==> config.mk <==
export PLATFORM = sky130hd
export DESIGN_NAME = cla_wide_add_seq
export DESIGN_NICKNAME = d
export VERILOG_FILES = /design/src/rtl/cla_wide_add_seq_pkg.sv /design/src/rtl/sumator_16bit.sv /design/src/rtl/cla_wide_add_seq.sv
export SDC_FILE = /design/constraint.sdc
export NUM_CORES = 1
export LEC_CHECK = 0
export CAP_MARGIN = 20
export CORE_MARGIN = 2
export CORE_UTILIZATION = 51
export DETAILED_ROUTE_END_ITERATION = 10
export GPL_TIMING_DRIVEN = 0
export PLACE_DENSITY = 0.9
export SYNTH_ARGS = -nofsm -noshare
export SYNTH_HDL_FRONTEND = slang
export SYNTH_SLANG_ARGS = --single-unit
==> constraint.sdc <==
create_clock -name clk -period 7.8 [get_ports clk]
set_clock_uncertainty 0.2 [all_clocks]
set_input_delay 0.78 -clock clk [delete_from_list [all_inputs] [get_ports clk]]
set_output_delay 0.78 -clock clk [all_outputs]
set_load 0.005 [all_outputs]
==> src/rtl/cla_wide_add_seq_pkg.sv <==
// cla_wide_add_seq_pkg
//   Shared definitions for the wide add/subtract sequencer:
//   - state_t    : FSM state encodings (IDLE / RUN / DONE)
//   - CHUNK_W    : width of the single shared adder slice (16)
//   - CLA_WIDE_ADD_SEQ_WIDTH_OK(w) : legality test for the WIDTH parameter
//   - cla4_*     : 4-bit carry-lookahead helper equations used by the slice
//   No ports (package).

`ifndef CLA_WIDE_ADD_SEQ_WIDTH_OK
`define CLA_WIDE_ADD_SEQ_WIDTH_OK(w) ((((w) % 16) == 0) && ((w) >= 16))
`endif

package cla_wide_add_seq_pkg;

  localparam int CHUNK_W = 16;

  typedef enum logic [1:0] {
    ST_IDLE = 2'b00,
    ST_RUN  = 2'b01,
    ST_DONE = 2'b10
  } state_t;

  // Carries out of bits 0..3 of a 4-bit group, fully expanded lookahead.
  function automatic logic [3:0] cla4_carries(input logic [3:0] g,
                                              input logic [3:0] p,
                                              input logic       c0);
    logic [3:0] c;
    c[0] = g[0] | (p[0] & c0);
    c[1] = g[1] | (p[1] & g[0]) | (p[1] & p[0] & c0);
    c[2] = g[2] | (p[2] & g[1]) | (p[2] & p[1] & g[0]) | (p[2] & p[1] & p[0] & c0);
    c[3] = g[3] | (p[3] & g[2]) | (p[3] & p[2] & g[1]) | (p[3] & p[2] & p[1] & g[0])
         | (p[3] & p[2] & p[1] & p[0] & c0);
    return c;
  endfunction

  // Carries into bits 1..3 of a group (the group carry-out comes from the upper level).
  function automatic logic [2:0] cla4_inner(input logic [3:0] g,
                                            input logic [3:0] p,
                                            input logic       c0);
    logic [2:0] c;
    c[0] = g[0] | (p[0] & c0);
    c[1] = g[1] | (p[1] & g[0]) | (p[1] & p[0] & c0);
    c[2] = g[2] | (p[2] & g[1]) | (p[2] & p[1] & g[0]) | (p[2] & p[1] & p[0] & c0);
    return c;
  endfunction

  // Group generate: the group produces a carry regardless of its carry-in.
  function automatic logic cla4_gen(input logic [3:0] g,
                                    input logic [3:0] p);
    return g[3] | (p[3] & g[2]) | (p[3] & p[2] & g[1]) | (p[3] & p[2] & p[1] & g[0]);
  endfunction

endpackage

==> src/rtl/sumator_16bit.sv <==
// sumator_16bit
//   Purely combinational 16-bit two-level carry-lookahead adder
//   (four 4-bit groups, group carries resolved by a second lookahead level).
// Ports:
//   a, b  in  16  addends
//   cin   in  1   carry into bit 0
//   sum   out 16  a + b + cin (low 16 bits)
//   cout  out 1   carry out of bit 15

module sumator_16bit
  import cla_wide_add_seq_pkg::*;
(
  input  logic [15:0] a,
  input  logic [15:0] b,
  input  logic        cin,
  output logic [15:0] sum,
  output logic        cout
);

  logic [15:0] g_s;
  logic [15:0] p_s;
  logic [15:0] c_s;        // carry into each bit position
  logic [3:0]  grp_g_s;
  logic [3:0]  grp_p_s;
  logic [3:0]  grp_c_s;    // carry out of each 4-bit group
  logic [3:0]  grp_cin_s;  // carry into each 4-bit group

  assign g_s = a & b;
  assign p_s = a ^ b;

  for (genvar k = 0; k < 4; k++) begin : g_grp_gp
    assign grp_g_s[k] = cla4_gen(g_s[4*k +: 4], p_s[4*k +: 4]);
    assign grp_p_s[k] = &p_s[4*k +: 4];
  end

  // Second lookahead level over the group generate/propagate terms.
  assign grp_c_s   = cla4_carries(grp_g_s, grp_p_s, cin);
  assign grp_cin_s = {grp_c_s[2:0], cin};

  for (genvar k = 0; k < 4; k++) begin : g_grp_carry
    assign c_s[4*k +: 4] = {cla4_inner(g_s[4*k +: 4], p_s[4*k +: 4], grp_cin_s[k]),
                            grp_cin_s[k]};
  end

  assign sum  = p_s ^ c_s;
  assign cout = grp_c_s[3];

endmodule

==> src/rtl/cla_wide_add_seq.sv <==
// cla_wide_add_seq
//   Multi-cycle WIDTH-bit add/subtract built around a single shared 16-bit
//   CLA slice. Operands are taken over a valid/ready handshake, processed one
//   16-bit chunk per clock (LSB first) with the carry chained through a
//   register, and the result is offered over a second valid/ready handshake.
// Ports:
//   clk, rst    in          clock (rising edge), async active-high reset
//   in_valid    in   1      operation request
//   in_ready    out  1      high only in IDLE
//   op_a, op_b  in   WIDTH  operands, sampled on the input handshake
//   op_cin      in   1      carry-in for add (ignored for subtract)
//   op_sub      in   1      1: result = A - B
//   out_valid   out  1      result available (DONE)
//   out_ready   in   1      consumer accepts result
//   result      out  WIDTH  sum / difference
//   cout        out  1      carry out of bit WIDTH-1 (subtract: 1 = no borrow)
//   ovf         out  1      signed overflow
//   busy        out  1      high in RUN or DONE

module cla_wide_add_seq
  import cla_wide_add_seq_pkg::*;
#(
  parameter int WIDTH = 64
) (
  input  logic             clk,
  input  logic             rst,
  input  logic             in_valid,
  output logic             in_ready,
  input  logic [WIDTH-1:0] op_a,
  input  logic [WIDTH-1:0] op_b,
  input  logic             op_cin,
  input  logic             op_sub,
  output logic             out_valid,
  input  logic             out_ready,
  output logic [WIDTH-1:0] result,
  output logic             cout,
  output logic             ovf,
  output logic             busy
);

  localparam int NCHUNK = WIDTH / CHUNK_W;
  localparam int IDX_W  = (NCHUNK > 1) ? $clog2(NCHUNK) : 1;

  if (!(`CLA_WIDE_ADD_SEQ_WIDTH_OK(WIDTH))) begin : g_width_illegal
    $error("cla_wide_add_seq: WIDTH must be a multiple of 16 and >= 16");
  end

  state_t             state_r;
  state_t             state_s;
  logic [IDX_W-1:0]   idx_r;
  logic               carry_r;
  logic [WIDTH-1:0]   a_r;
  logic [WIDTH-1:0]   b_r;      // B already inverted for subtract
  logic [WIDTH-1:0]   result_r;
  logic               cout_r;
  logic               ovf_r;

  logic               accept_s;
  logic               last_s;
  logic [CHUNK_W-1:0] chunk_a_s;
  logic [CHUNK_W-1:0] chunk_b_s;
  logic [CHUNK_W-1:0] sum_s;
  logic               adder_cout_s;

  assign accept_s  = in_valid && (state_r == ST_IDLE);
  assign last_s    = (idx_r == IDX_W'(NCHUNK - 1));
  assign chunk_a_s = a_r[CHUNK_W*int'(idx_r) +: CHUNK_W];
  assign chunk_b_s = b_r[CHUNK_W*int'(idx_r) +: CHUNK_W];

  sumator_16bit u_slice (
    .a    (chunk_a_s),
    .b    (chunk_b_s),
    .cin  (carry_r),
    .sum  (sum_s),
    .cout (adder_cout_s)
  );

  // FSM state register.
  always_ff @(posedge clk or posedge rst) begin
    if (rst) begin
      state_r <= ST_IDLE;
    end else begin
      state_r <= state_s;
    end
  end

  // FSM next-state logic.
  always_comb begin
    state_s = state_r;
    case (state_r)
      ST_IDLE: begin
        if (in_valid) begin
          state_s = ST_RUN;
        end else begin
          state_s = ST_IDLE;
        end
      end
      ST_RUN: begin
        if (last_s) begin
          state_s = ST_DONE;
        end else begin
          state_s = ST_RUN;
        end
      end
      ST_DONE: begin
        if (out_ready) begin
          state_s = ST_IDLE;
        end else begin
          state_s = ST_DONE;
        end
      end
      default: begin
        state_s = ST_IDLE;
      end
    endcase
  end

  // FSM outputs, decoded from the registered state only.
  always_comb begin
    in_ready  = 1'b0;
    out_valid = 1'b0;
    busy      = 1'b0;
    case (state_r)
      ST_IDLE: begin
        in_ready = 1'b1;
      end
      ST_RUN: begin
        busy = 1'b1;
      end
      ST_DONE: begin
        out_valid = 1'b1;
        busy      = 1'b1;
      end
      default: begin
        in_ready  = 1'b0;
        out_valid = 1'b0;
        busy      = 1'b0;
      end
    endcase
  end

  // Operand capture, per-chunk accumulation and final flags.
  always_ff @(posedge clk or posedge rst) begin
    if (rst) begin
      idx_r    <= {IDX_W{1'b0}};
      carry_r  <= 1'b0;
      a_r      <= {WIDTH{1'b0}};
      b_r      <= {WIDTH{1'b0}};
      result_r <= {WIDTH{1'b0}};
      cout_r   <= 1'b0;
      ovf_r    <= 1'b0;
    end else begin
      case (state_r)
        ST_IDLE: begin
          if (accept_s) begin
            a_r     <= op_a;
            b_r     <= op_sub ? ~op_b : op_b;
            carry_r <= op_sub ? 1'b1 : op_cin;
            idx_r   <= {IDX_W{1'b0}};
          end
        end
        ST_RUN: begin
          result_r[CHUNK_W*int'(idx_r) +: CHUNK_W] <= sum_s;
          carry_r <= adder_cout_s;
          if (last_s) begin
            cout_r <= adder_cout_s;
            // Overflow: same-sign operands producing a result of the other sign.
            ovf_r  <= (a_r[WIDTH-1] == b_r[WIDTH-1]) && (sum_s[CHUNK_W-1] != a_r[WIDTH-1]);
            idx_r  <= {IDX_W{1'b0}};
          end else begin
            idx_r  <= idx_r + IDX_W'(1);
          end
        end
        ST_DONE: begin
          idx_r <= idx_r;
        end
        default: begin
          idx_r <= {IDX_W{1'b0}};
        end
      endcase
    end
  end

  assign result = result_r;
  assign cout   = cout_r;
  assign ovf    = ovf_r;

endmodule

Word level (Yosys, flattened, before mapping)
Cells that the tools add are included.
- register bits after elaboration: 199
- input bits: 134
- word-level logic and storage cells: 171
- reductions and logical operators: 13
- add/subtract/negate cells: 2
- equal/unequal tests: 6
- shift-type cells: 4
- mux-type cells: 15
- bitwise gates (word level): 123
- operators with widths (cell ; count):
    $shiftx 64x7->16 ; 2
    $and 1x1->1 ; 72
    $bwmux 64 ; 1
    $mux 64 ; 1
    $not 64->64 ; 1
    $shift 16x33->64 const A ; 1
    $shiftx 16x33->64 ; 1
    $or 1x1->1 ; 46
    $neg 6->33 ; 1
    $xor 16x16->16 ; 2
    $and 16x16->16 ; 1
    $reduce_and 4->1 ; 4
    $pmux 2 s3 ; 2
    $mux 2 ; 4
    $reduce_and 2->1 ; 4
    $mux 1 ; 6
    $eq 2x2->1 const B ; 2
    $add 2x1->2 const B ; 1
    $eq 2x1->1 const B ; 1
    $logic_and 1x1->1 ; 2
    $logic_not 2->1 ; 1
    $ne 2x2->1 const B ; 1
    $pmux 1 s2 ; 1
    $reduce_bool 2->1 ; 1
    4 further kinds ; 4

Depth between registers and ports, before layout
Gate-level depths: netlist of run 1.
- depth in word-level cells: 15
- gate-level depth with buffers: 11
- depth with buffers taken out: 10

Modules after synthesis
A second synthesis of run 1 with hierarchy kept.
- cell total of the unflattened synthesis: 743
- area, all modules: 9477.8 µm²
- modules (own cells, without submodules) (module ; times used ; area an instance (µm²) ; cells an instance):
    cla_wide_add_seq ; 1 ; 8807.2 ; 658
    sumator_16bit ; 1 ; 670.6 ; 85

Worst setup path before layout of run 1
No wires, ideal clock.
- path kind: reg-to-reg
- from: register idx_r[0]
- to: register result_r[29] (netlist: result[29])
- slack: 4.025 ns
- cell stages (with the launch flop): 12
- library setup time: 0.121 ns
- arrival time: 3.454 ns
- buffers on the path: 2
- required time: 7.479 ns
- path through: dfrtp_1 clkbuf_1 buf_2 mux4_2 ha_1 a21oi_4 o21ai_2 a221oi_4 nand2_2 fa_1 xor2_1 a22o_1
- longest elaborated chain between the ends: 15
- elaborated cells on any way between the ends: 111
- RTL lines (item ; RTL line ; source):
    start, declared ; cla_wide_add_seq.sv:50 ; logic [IDX_W-1:0] idx_r;
    start signal, assigned ; cla_wide_add_seq.sv:145 ; idx_r <= {IDX_W{1'b0}};
    start signal, assigned ; cla_wide_add_seq.sv:159 ; idx_r <= {IDX_W{1'b0}};
    start signal, assigned ; cla_wide_add_seq.sv:169 ; idx_r <= {IDX_W{1'b0}};
    $shiftx 64x7->16, on equally long branches ; cla_wide_add_seq.sv:67, cla_wide_add_seq.sv:68 ;
    $xor 16x16->16 / $and 16x16->16 (equally long branches) ; sumator_16bit.sv:29, sumator_16bit.sv:28 ;
    $and 1x1->1 ; cla_wide_add_seq_pkg.sv:50 ; return g[3] | (p[3] & g[2]) | (p[3] & p[2] & g[1]) | (p[3] & p[2] & p[1] & g[0]);
    $or 1x1->1 / $and 1x1->1 (equally long branches) (2 in series) ; cla_wide_add_seq_pkg.sv:50 ;
    $or 1x1->1 ; cla_wide_add_seq_pkg.sv:50 ;
    $and 1x1->1 ; cla_wide_add_seq_pkg.sv:30 ; c[2] = g[2] | (p[2] & g[1]) | (p[2] & p[1] & g[0]) | (p[2] & p[1] & p[0] & c0);
    $or 1x1->1 (3 in series) ; cla_wide_add_seq_pkg.sv:30 ;
    $and 1x1->1, on equally long branches ; cla_wide_add_seq_pkg.sv:41, cla_wide_add_seq_pkg.sv:42, cla_wide_add_seq_pkg.sv:43 ;
    $or 1x1->1, on equally long branches ; cla_wide_add_seq_pkg.sv:41, cla_wide_add_seq_pkg.sv:42, cla_wide_add_seq_pkg.sv:43 ;
    $xor 16x16->16 ; sumator_16bit.sv:45 ; assign sum = p_s ^ c_s;
    $shiftx 16x33->64 ; cla_wide_add_seq.sv:163 ; result_r[CHUNK_W*int'(idx_r) +: CHUNK_W] <= sum_s;
    $bwmux 64 (*) ; cla_wide_add_seq.sv:163 ;
    end signal, assigned ; cla_wide_add_seq.sv:149 ; result_r <= {WIDTH{1'b0}};
    end signal, assigned by index ; cla_wide_add_seq.sv:163 ;
    end, declared ; cla_wide_add_seq.sv:54 ; logic [WIDTH-1:0] result_r;
Mark *: on every way between the ends. The rest lies on a longest branch, timed or not.
A chain may end at the register's enable or synchronous reset.

Worst setup path after layout of run 1
- from: register idx_r[0]
- to: register result_r[25] (netlist: result[25])
The elaborated chain is that of the path after synthesis.

==> out/results.md, run 1 <==
| Metric | Value |
| --- | --- |
| Router iterations before antenna repair | 10 |
| Power Density | 459 nW/µm² |
| Post-synthesis cell type with the largest combined area | dfrtp_1 |
| Slew at the pin with the worst max-slew slack | 823 ps |
| WP data arrival | 4610 ps |
| Cell internal power dissipation | 3.41 mW |
| Worst path cell trace | clkbuf_1, buf_2, mux4_2, ha_1, o21a_1, o21a_1, o22ai_2, o21ai_0, fa_1, xor2_1, a22o_1 |
| Critical path destination | result[25]$_DFFE_PP0P_ |
| GRT Max-Usage Layer | met2 |
| Global-route wire length before repair | 38800 µm |
| Drt total wl | 24200 µm |
| Flip-flop cell with the highest count after synthesis | dfrtp_1 |
| Mean number of vias per cell | 5.74 |
| Total number of nets in the final design | 1140 |
| Count of nets left with antenna violations after detail routing | 0 |
| Deepest level of the CTS H-tree | 4 |
| Routing usage on met2 | 0.430 |
| Share of synthesized flip-flops with an asynchronous set or reset | 1.00 |
| Post-CTS Setup Bufs | 0 |
| Worst Setup Path Type | flip-flop to flip-flop |
| Initial core utilization | 0.522 |
| Number of pins exceeding their max-slew limit in the final report | 0 |
| Reg-to-Reg End | result[25]$_DFFE_PP0P_ |
| Peak Freq | 226 MHz |
| Overall via count from detail_route | 6986 |
| Count of yosys warnings during synthesis | 0 |
| Post-detailed-route DRC marker count | 16 |
| Min setup slack post-route | 3370 ps |
| Unique cell type count in the Yosys netlist | 49 |
| Netlist area before placement | 9440 µm² |
| Die area | 19600 µm² |
| Worst min path class | flip-flop to flip-flop |
| Type of origin of the critical path | flip-flop |
| Most common cell after layout, fill and taps aside | clkdlybuf4s50_1 |
| GR Util met3 | 0.0595 |
| Clock sink count | 199 |
| Top cells by area in the synthesized netlist | dfrtp_1 (53%), mux2_2 (7.6%), mux4_2 (7.6%), xnor2_1 (6.3%), a22o_1 (4.8%) |
| Worst-Skew Late Latency | 440 ps |
| Setup violators final | 0 |
| CTS tree | yes |
| Origin of the critical flop-to-flop path | idx_r[0]$_DFFE_PP0P_ |
| Synthesis-to-finish area growth | 31.2% |
| Sequential cell area fraction in the yosys report | 0.528 |
| Number of enable-type register cells in the synthesized netlist | 0 |
| CTS Buf Count | 17 |
| Syn_nets | 918 |
| RSZ-0062 raised after global routing | false |
| Reported leakage power | 5.27 nW |
| Number of instances in the synthesized netlist | 754 |
| Sequential Power Share | 0.312 |
| Share of the clock period used by the worst path after layout | 0.568 |
| Standard-cell row count | 49 |
| Type of destination of the critical path | flip-flop |
| Register-to-register setup slack | 3370 ps |
| 1st-iter DRT viols | 513 |
| CORE AREA | 18100 µm² |
| CP peak stage delay | 610 ps |
| Proportion of total power due to net switching | 0.400 |
| Most used cell along the critical path | o21a_1 |
| Overall power consumption | 5.69 mW |
| Maximum capacitance violations | 0 |
| Maximum number of pins on one net before global-route repair | 116 |
| Crit path launch | idx_r[0]$_DFFE_PP0P_ |
| Number of buffers inserted by port buffering | 202 |
| Most frequent cells in the layout | clkdlybuf4s50_1 (202), dfrtp_1 (199), nand2_1 (89) |
| DIE HEIGHT | 140 µm |
| Antenna violations before repair | 0 |
| Reg clk slew, reported paths | 70 ps |
| Violated checks | DRC |
| Hold_buf cts | 0 |
| Share of layout cells above drive strength 1 | 0.149 |
| Count of cells along the worst register-to-register path | 11 |
| Part of the power in the clock network | 0.156 |
| Slowest stage cell, crit path | mux4_2 |
| Final worst path period need | 4430 ps |
| Global placer's final weighted congestion | 0.860 |
| Crit path required time | 7980 ps |
| Area share of the largest cell type after synthesis | 0.528 |
| Number of global-route vias before repair | 7271 |
| Max rail drop VDD | 258 µV |
| Power dissipated by switching net loads | 2.28 mW |
| Setup TNS | 0 ps |
| Maximum number of buffers from clock root to sink | 2 |
| Number of endpoints with negative hold slack in the final report | 0 |
| Total overflow reported by the global router | 0 |
| Cts repair resizes | 0 |
| CP max FO | 10 |
| Antenna Cells | 0 |
| Global-route usage over all layers | 0.257 |
| Clock root buffer master | clkbuf_16 |
| Die Span X | 140 µm |
| Global routing met1 resource utilization | 0.326 |
| Relative slew slack | 0.451 |
| Seq cells post-synth | 199 |
| Top-level I/O count | 203 |
| Mean Syn Cell Area | 12.5 µm² |
| Post-placement worst setup slack | 3390 ps |
| Average detailed-routed wire length per instance | 19.8 µm |
| Post-detailed-placement half-perimeter wirelength | 18700 µm |
| Run status | finished with violations |
| Combinational cell fraction of total power | 0.532 |
-- power by group through the flow --
stage                     Combinational (mW)  Sequential (mW)  Clock, mW
after floorplan                         2.06             1.70          0
after global placement                  2.90             1.75          0
after detailed placement                3.00             1.79          0
after CTS                               3.03             1.77      0.892
after global routing                    3.31             1.83      0.936
final                                   3.02             1.78      0.887
-- worst min path at each step --
| stage | from | endpoint | slack (ps) | cells after the start |
|---|---|---|---|---|
| 3_5_place_dp | b_r[61]$_DFFE_PP0P_ | b_r[61]$_DFFE_PP0P_ | 270 | 2 |
| 6_report | b_r[20]$_DFFE_PP0P_ | b_r[20]$_DFFE_PP0P_ | 280 | 2 |
| 5_1_grt | result[43]$_DFFE_PP0P_ | result[43]$_DFFE_PP0P_ | 300 | 2 |
| 3_3_place_gp | b_r[50]$_DFFE_PP0P_ | b_r[50]$_DFFE_PP0P_ | 260 | 2 |
| 2_1_floorplan | b_r[32]$_DFFE_PP0P_ | b_r[32]$_DFFE_PP0P_ | 240 | 2 |
| 4_1_cts | b_r[19]$_DFFE_PP0P_ | b_r[19]$_DFFE_PP0P_ | 280 | 2 |
-- synthesized netlist by cell type, drive strengths merged (2+ instances only) --
cell / instances
nor3: 5
mux4: 32
ha: 26
mux2: 65
a22o: 52
and2: 2
nand4: 2
o21ai: 86
nor4b: 2
inv: 14
nor2: 8
o21a: 5
fa: 4
a21oi: 12
xor2: 4
and3: 3
nand2b: 5
buf: 11
nand3: 2
a21o: 4
o21bai: 2
xnor2: 68
nand2: 90
clkbuf: 34
a211o: 2
and4: 2
dfrtp: 199
-- registers in the layout, summed over array words and instances (netlist names) --
name / flops
a_r: 64
b_r: 64
result: 64
idx_r: 2
state_r: 2
carry_r: 1
cout: 1
ovf: 1
-- per-stage QoR --
step / instances / hold slack, ps / util / area, µm²
2_1_floorplan: 754 / 245 / - / 9440
3_3_place_gp: 1185 / 256 / 0.649 / 11700
3_5_place_dp: 1186 / 265 / 0.651 / 11800
4_1_cts: 1218 / 285 / 0.684 / 12400
5_1_grt: 1218 / 300 / 0.684 / 12400
6_report: 1218 / 279 / 0.684 / 12400
-- critical path, delay by kind of cell (launching register included) --
family,cells,cell delay [ps]
AOI/OAI and AO/OA,5,990
muxes,1,610
adders and majority gates,2,750
xor gates and xnor gates,1,400
buffers and inverters,2,970
DFF,1,450
-- cell type report --
| class | count | area, µm² |
|---|---|---|
| repair buffers | 203 | 2050 |
| fillers | 1262 | 5710 |
| inverters | 14 | 60.1 |
| clock buffers | 19 | 453 |
| plain buffers | 45 | 175 |
| clock inverters | 13 | 144 |
| flip-flops and latches | 199 | 4980 |
| well taps | 229 | 287 |
| multi-input cells | 496 | 4230 |
-- logic make-up after synthesis --
family          Yosys count  share of synthesized area
simple gates            126                     0.0597
xor+xnor                 72                     0.0668
buf+inv                  59                     0.0241
compound gates          171                      0.124
fa+ha+maj                30                     0.0430
flops                   199                      0.528
mux                      97                      0.154
-- per-layer routing --
| metal | part of all wire | wire [µm] |
|---|---|---|
| met4 | 0.031 | 752 |
| met2 | 0.50 | 12000 |
| met1 | 0.40 | 9630 |
| met5 | 0 | 0 |
| met3 | 0.075 | 1810 |
Power figures use the tool's default switching activity.
==> run 2: changes to the inputs <==
--- a/config.mk
+++ b/config.mk
@@ -7,10 +7,10 @@
 export LEC_CHECK = 0
 export CAP_MARGIN = 20
 export CORE_MARGIN = 2
-export CORE_UTILIZATION = 51
+export CORE_UTILIZATION = 46
 export DETAILED_ROUTE_END_ITERATION = 10
 export GPL_TIMING_DRIVEN = 0
-export PLACE_DENSITY = 0.9
+export PLACE_DENSITY = 0.86
 export SYNTH_ARGS = -nofsm -noshare
 export SYNTH_HDL_FRONTEND = slang
 export SYNTH_SLANG_ARGS = --single-unit
==> constraint.sdc (replaced) <==
create_clock -name clk -period 3.55 [get_ports clk]
set_clock_uncertainty 0.2 [all_clocks]
set_input_delay 0.355 -clock clk [delete_from_list [all_inputs] [get_ports clk]]
set_output_delay 0.355 -clock clk [all_outputs]
set_load 0.005 [all_outputs]
==> out/results.md, run 2 (synthesized netlist as in run 1, its figures left out) <==
| Metric | Value |
| --- | --- |
| Run status | completed |
| Share of layout cells above drive strength 1 | 0.184 |
| 1st-iter DRT viols | 450 |
| CTS tree | yes |
| CP peak stage delay | 570 ps |
| Post-detailed-route DRC marker count | 0 |
| Worst min path class | input port to asynchronous set/reset pin |
| Reg clk slew, reported paths | 80 ps |
| Max rail drop VDD | 540 µV |
| Number of global-route vias before repair | 7217 |
| Final worst path period need | 3460 ps |
| Overall via count from detail_route | 6967 |
| Slowest stage cell, crit path | mux4_2 |
| Maximum number of pins on one net before global-route repair | 43 |
| Total overflow reported by the global router | 0 |
| Post-detailed-placement half-perimeter wirelength | 19400 µm |
| Die area | 21700 µm² |
| Global placer's final weighted congestion | 0.867 |
| GR Util met3 | 0.0425 |
| DIE HEIGHT | 147 µm |
| Total number of nets in the final design | 1154 |
| Sequential Power Share | 0.285 |
| Synthesis-to-finish area growth | 36.2% |
| Antenna violations before repair | 0 |
| CORE AREA | 20200 µm² |
| Most common cell after layout, fill and taps aside | clkdlybuf4s50_1 |
| Worst Setup Path Type | flip-flop to flip-flop |
| Global-route usage over all layers | 0.238 |
| Most frequent cells in the layout | clkdlybuf4s50_1 (202), dfrtp_1 (197), nand2_1 (89) |
| Post-placement worst setup slack | -714 ps |
| Overall power consumption | 13.6 mW |
| Register-to-register setup slack | 90 ps |
| Share of the clock period used by the worst path after layout | 0.975 |
| Type of destination of the critical path | flip-flop |
| Global routing met1 resource utilization | 0.313 |
| RSZ-0062 raised after global routing | true |
| Part of the power in the clock network | 0.141 |
| Peak Freq | 289 MHz |
| Drt total wl | 25100 µm |
| Reg-to-Reg End | result[45]$_DFFE_PP0P_ |
| Min setup slack post-route | 90.3 ps |
| Top-level I/O count | 203 |
| Average detailed-routed wire length per instance | 19.7 µm |
| Combinational cell fraction of total power | 0.575 |
| Type of origin of the critical path | flip-flop |
| Reported leakage power | 5.38 nW |
| Cell internal power dissipation | 8.12 mW |
| Worst path cell trace | clkbuf_16, buf_12, mux4_2, ha_4, a21oi_4, o21ai_2, a221oi_4, nand2_2, fa_2, xor2_2, a22o_1 |
| Number of pins exceeding their max-slew limit in the final report | 0 |
| Global-route wire length before repair | 39300 µm |
| Slew at the pin with the worst max-slew slack | 838 ps |
| Relative slew slack | 0.441 |
| Deepest level of the CTS H-tree | 4 |
| Mean number of vias per cell | 5.47 |
| Origin of the critical flop-to-flop path | idx_r[0]$_DFFE_PP0P_ |
| Maximum capacitance violations | 0 |
| Worst-Skew Late Latency | 440 ps |
| Number of buffers inserted by port buffering | 202 |
| Count of nets left with antenna violations after detail routing | 0 |
| Power dissipated by switching net loads | 5.51 mW |
| Maximum number of buffers from clock root to sink | 2 |
| GRT Max-Usage Layer | met2 |
| Clock root buffer master | clkbuf_16 |
| Die Span X | 147 µm |
| CTS Buf Count | 17 |
| Power Density | 1060 nW/µm² |
| Antenna Cells | 0 |
| WP data arrival | 3590 ps |
| Number of endpoints with negative hold slack in the final report | 0 |
| Proportion of total power due to net switching | 0.404 |
| CP max FO | 9 |
| Initial core utilization | 0.468 |
| Router iterations before antenna repair | 5 |
| Clock sink count | 199 |
| Count of cells along the worst register-to-register path | 11 |
| Standard-cell row count | 52 |
| Setup violators final | 0 |
| Routing usage on met2 | 0.402 |
| Crit path required time | 3680 ps |
==> run 2: layer usage <==
layer | vias to the layer above | part of all wire
li1 | 3176 | -
met1 | 3494 | 0.43
met2 | 253 | 0.49
met3 | 44 | 0.050
met4 | 0 | 0.023
met5 | - | 0
==> run 2: worst max path at each step <==
| stage | slack [ps] | depth (start not counted) | start | end |
|---|---|---|---|---|
| 2_1_floorplan | 9 | 11 | idx_r[0]$_DFFE_PP0P_ | result[45]$_DFFE_PP0P_ |
| 3_3_place_gp | -990 | 2 | rst | b_r[44]$_DFFE_PP0P_ |
| 3_5_place_dp | -710 | 11 | idx_r[1]$_DFFE_PP0P_ | result[57]$_DFFE_PP0P_ |
| 4_1_cts | 7 | 11 | idx_r[0]$_DFFE_PP0P_ | result[45]$_DFFE_PP0P_ |
| 5_1_grt | -10 | 10 | idx_r[0]$_DFFE_PP0P_ | result[39]$_DFFE_PP0P_ |
| 6_report | 90 | 11 | idx_r[0]$_DFFE_PP0P_ | result[45]$_DFFE_PP0P_ |
==> run 2: final cells by class <==
class,count,area (µm²)
clock buffers,18,439
plain buffers,44,251
well taps,270,338
repair buffers,218,2220
multi-input cells,496,4420
fillers,1529,7320
inverters,14,56.3
flip-flops and latches,199,4980
clock inverters,14,143
==> run 2: what timing repair did <==
item                       in CTS  in global routing
buffers inserted                2                  8
resized for setup              30                 17
gates cloned                    0                  1
hold buffers                    0                  0
pin swaps                       2                  6
setup endpoints to repair      49                 28
==> run 2: per-stage QoR <==
step	utilization	instances	TNS, ps	cell area (µm²)	hold slack [ps]
CTS	0.627	1264	0	12600	70.6
finish	0.637	1273	0	12800	66.2
floorplan	-	754	0	9450	245
global placement	0.585	1226	-210310	11800	257
detailed placement	0.590	1231	-20860	11900	270
global route	0.637	1273	-28.0	12800	96.6
==> run 2: critical path: cells and delay by family, from the launching register on <==
family          cells  cell delay [ps]
xor+xnor            1              180
simple gates        1              150
mux                 1              570
flops               1              400
buf+inv             2              320
compound gates      4              860
fa+ha+maj           2              660
==> run 2: power groups by stage <==
stage | Sequential (mW) | Clock, mW | Combinational, mW
detailed placement | 3.91 | 0 | 6.75
CTS | 3.87 | 1.94 | 7.14
global placement | 3.84 | 0 | 6.49
global route | 4.00 | 2.02 | 8.49
finish | 3.88 | 1.92 | 7.83
floorplan | 3.74 | 0 | 4.54
==> run 3: changes to the inputs <==
--- a/config.mk
+++ b/config.mk
@@ -5,7 +5,6 @@
 export SDC_FILE = /design/constraint.sdc
 export NUM_CORES = 1
 export LEC_CHECK = 0
-export CAP_MARGIN = 20
 export CORE_MARGIN = 2
 export CORE_UTILIZATION = 46
 export DETAILED_ROUTE_END_ITERATION = 10
@@ -13,4 +12,5 @@
 export PLACE_DENSITY = 0.86
 export SYNTH_ARGS = -nofsm -noshare
 export SYNTH_HDL_FRONTEND = slang
+export SYNTH_HIERARCHICAL = 1
 export SYNTH_SLANG_ARGS = --single-unit
==> out/results.md, run 3 <==
| Metric | Value |
| --- | --- |
| Die Span X | 148 µm |
| Min setup slack post-route | 53.9 ps |
| Worst Setup Path Type | flip-flop to flip-flop |
| 1st-iter DRT viols | 524 |
| Initial core utilization | 0.468 |
| Final worst path period need | 3500 ps |
| Number of buffers inserted by port buffering | 202 |
| Clock root buffer master | clkbuf_16 |
| Total number of nets in the final design | 1158 |
| Netlist area before placement | 9480 µm² |
| CTS Buf Count | 17 |
| Seq cells post-synth | 199 |
| Standard-cell row count | 52 |
| Die area | 21800 µm² |
| Router iterations before antenna repair | 7 |
| Global-route wire length before repair | 39400 µm |
| Global placer's final weighted congestion | 0.857 |
| Top-level I/O count | 203 |
| CORE AREA | 20200 µm² |
| Slew at the pin with the worst max-slew slack | 509 ps |
| Placed standard-cell area | 11900 µm² |
| DIE HEIGHT | 148 µm |
| Mean Syn Cell Area | 12.8 µm² |
| Overall via count from detail_route | 7039 |
| Reg clk slew, reported paths | 70 ps |
| Total overflow reported by the global router | 0 |
| WP data arrival | 3620 ps |
| Area share of the largest cell type after synthesis | 0.525 |
| Clock sink count | 199 |
| Mean number of vias per cell | 5.51 |
| CTS tree | yes |
| Flip-flop cell with the highest count after synthesis | dfrtp_1 |
| Peak Freq | 286 MHz |
| Maximum number of buffers from clock root to sink | 2 |
| Share of layout cells above drive strength 1 | 0.235 |
| Share of the clock period used by the worst path after layout | 0.985 |
| Filler cell count in the final layout | 1474 |
| Average detailed-routed wire length per instance | 20.1 µm |
| Share of the core filled with cells in the final layout | 0.643 |
| Most common cell after layout, fill and taps aside | clkdlybuf4s50_1 |
| Deepest level of the CTS H-tree | 4 |
| Max rail drop VDD | 453 µV |
| Most frequent cells in the layout | clkdlybuf4s50_1 (202), dfrtp_1 (198), nand2_1 (81) |
| Global-route usage over all layers | 0.237 |
| Relative slew slack | 0.659 |
| Count of nets left with antenna violations after detail routing | 0 |
| Number of instances in the synthesized netlist | 743 |
| Worst hold margin | 98.6 ps |
| Number of endpoints with negative hold slack in the final report | 0 |
| Number of enable-type register cells in the synthesized netlist | 0 |
| Share of synthesized flip-flops with an asynchronous set or reset | 1.00 |
| Type of destination of the critical path | flip-flop |
| Power Density | 1030 nW/µm² |
| Antenna violations before repair | 0 |
| Number of pins exceeding their max-slew limit in the final report | 0 |
| Worst min path class | input port to asynchronous set/reset pin |
| Unique cell type count in the Yosys netlist | 42 |
| Maximum capacitance violations | 0 |
| Post-detailed-route DRC marker count | 0 |
| Ranking of synthesized cells by instance count | dfrtp_1 (199), nand2_1 (82), o21ai_0 (74) |
| Post-synthesis cell type with the largest combined area | dfrtp_1 |
| Reported leakage power | 5.59 nW |
| Hold_buf cts | 0 |
| Sequential cell area fraction in the yosys report | 0.525 |
| Count of yosys warnings during synthesis | 6 |
| Maximum number of pins on one net before global-route repair | 43 |
| Antenna Cells | 0 |
| Syn_nets | 907 |
| Synthesis-to-finish area growth | 37.3% |
| CP max FO | 7 |
| Drt total wl | 25600 µm |
| Number of global-route vias before repair | 7092 |
| Most numerous cell in the Yosys netlist | dfrtp_1 |
| Post-placement worst setup slack | -831 ps |
| Setup violators final | 0 |
| Type of origin of the critical path | flip-flop |
| Top cells by area in the synthesized netlist | dfrtp_1 (53%), mux2_2 (8.1%), mux4_2 (7.6%), xnor2_1 (6.5%), a22o_1 (5.5%) |
| Run status | completed |
| Crit path required time | 3680 ps |
| Post-detailed-placement half-perimeter wirelength | 19300 µm |
| Finished layout cell area | 13000 µm² |
| Worst-Skew Late Latency | 440 ps |
run 3: timing repair:
action,CTS,global route
endpoints found under the setup margin,51,19
cloned,1,1
pin swaps,3,12
resized for setup,33,16
setup buffers,3,20
run 3: logic make-up (layout without fill, tap and decap cells):
family,count (synthesis),after routing,share of synthesized area
AO/OA/AOI/OAI,163,163,0.114
XOR/XNOR,75,75,0.0693
adder cells (fa/ha/maj),30,30,0.0428
buffers and inverters,58,322,0.0312
flip-flops,199,199,0.525
multiplexers,100,100,0.157
AND/OR/NAND/NOR,118,118,0.0606
run 3: worst paths after layout:
kind / from / to / slack (ps) / cells after the start
worst max register to register: idx_r[0]$_DFFE_PP0P_ / result[13]$_DFFE_PP0P_ / 50 / 12
worst min-delay path: rst / a_r[52]$_DFFE_PP0P_ / 100 / 2
min in group clk: b_r[18]$_DFFE_PP0P_ / b_r[18]$_DFFE_PP0P_ / 280 / 2
max in group asynchronous: rst / b_r[30]$_DFFE_PP0P_ / 2220 / 4
worst min register to register: b_r[18]$_DFFE_PP0P_ / b_r[18]$_DFFE_PP0P_ / 280 / 2
worst max-delay path: idx_r[0]$_DFFE_PP0P_ / result[13]$_DFFE_PP0P_ / 50 / 12
run 3: cell type report:
type / instances / area, µm² / area share
buffer: 46 / 325 / 0.0250
timing repair buffer: 232 / 2350 / 0.181
clock buffer: 19 / 453 / 0.0348
inverter: 12 / 48.8 / 0.00375
multi-input combinational: 486 / 4360 / 0.335
tap: 270 / 338 / 0.0260
clock inverter: 13 / 156 / 0.0120
sequential: 199 / 4980 / 0.383
run 3: layer usage:
metal	track usage	share of wire	vias to the layer above
met4	0.0918	0.030	0
met5	0	0	-
li1	-	-	3153
met1	0.321	0.43	3561
met3	0.0410	0.054	52
met2	0.384	0.49	273
run 3: per-stage QoR:
stage	total power [mW]	setup TNS, ps	instances
global route	14.3	-23.9	1277
global placement	9.96	-213240	1215
detailed placement	10.2	-16990	1220
CTS	12.7	-0.161	1256
finish	13.5	0	1277
floorplan	8.00	0	743
run 3: worst max-delay path: stages (launching register included):
cell and delay, ps:
dfrtp_2 390, buf_12 140, buf_12 120, mux4_2 560, ha_4 270, a21o_1 180, a21o_1 180, a21o_4 230
o21ai_4 230, nand2_2 90, fa_2 360, xor2_2 190, a22o_1 220
run 3: power breakdown:
part	total, mW	switching, mW	internal, mW
Combinational	7.57	3.81	3.76
Clock	2.00	0.902	1.10
Sequential	3.89	0.613	3.28
Total	13.5	5.33	8.13
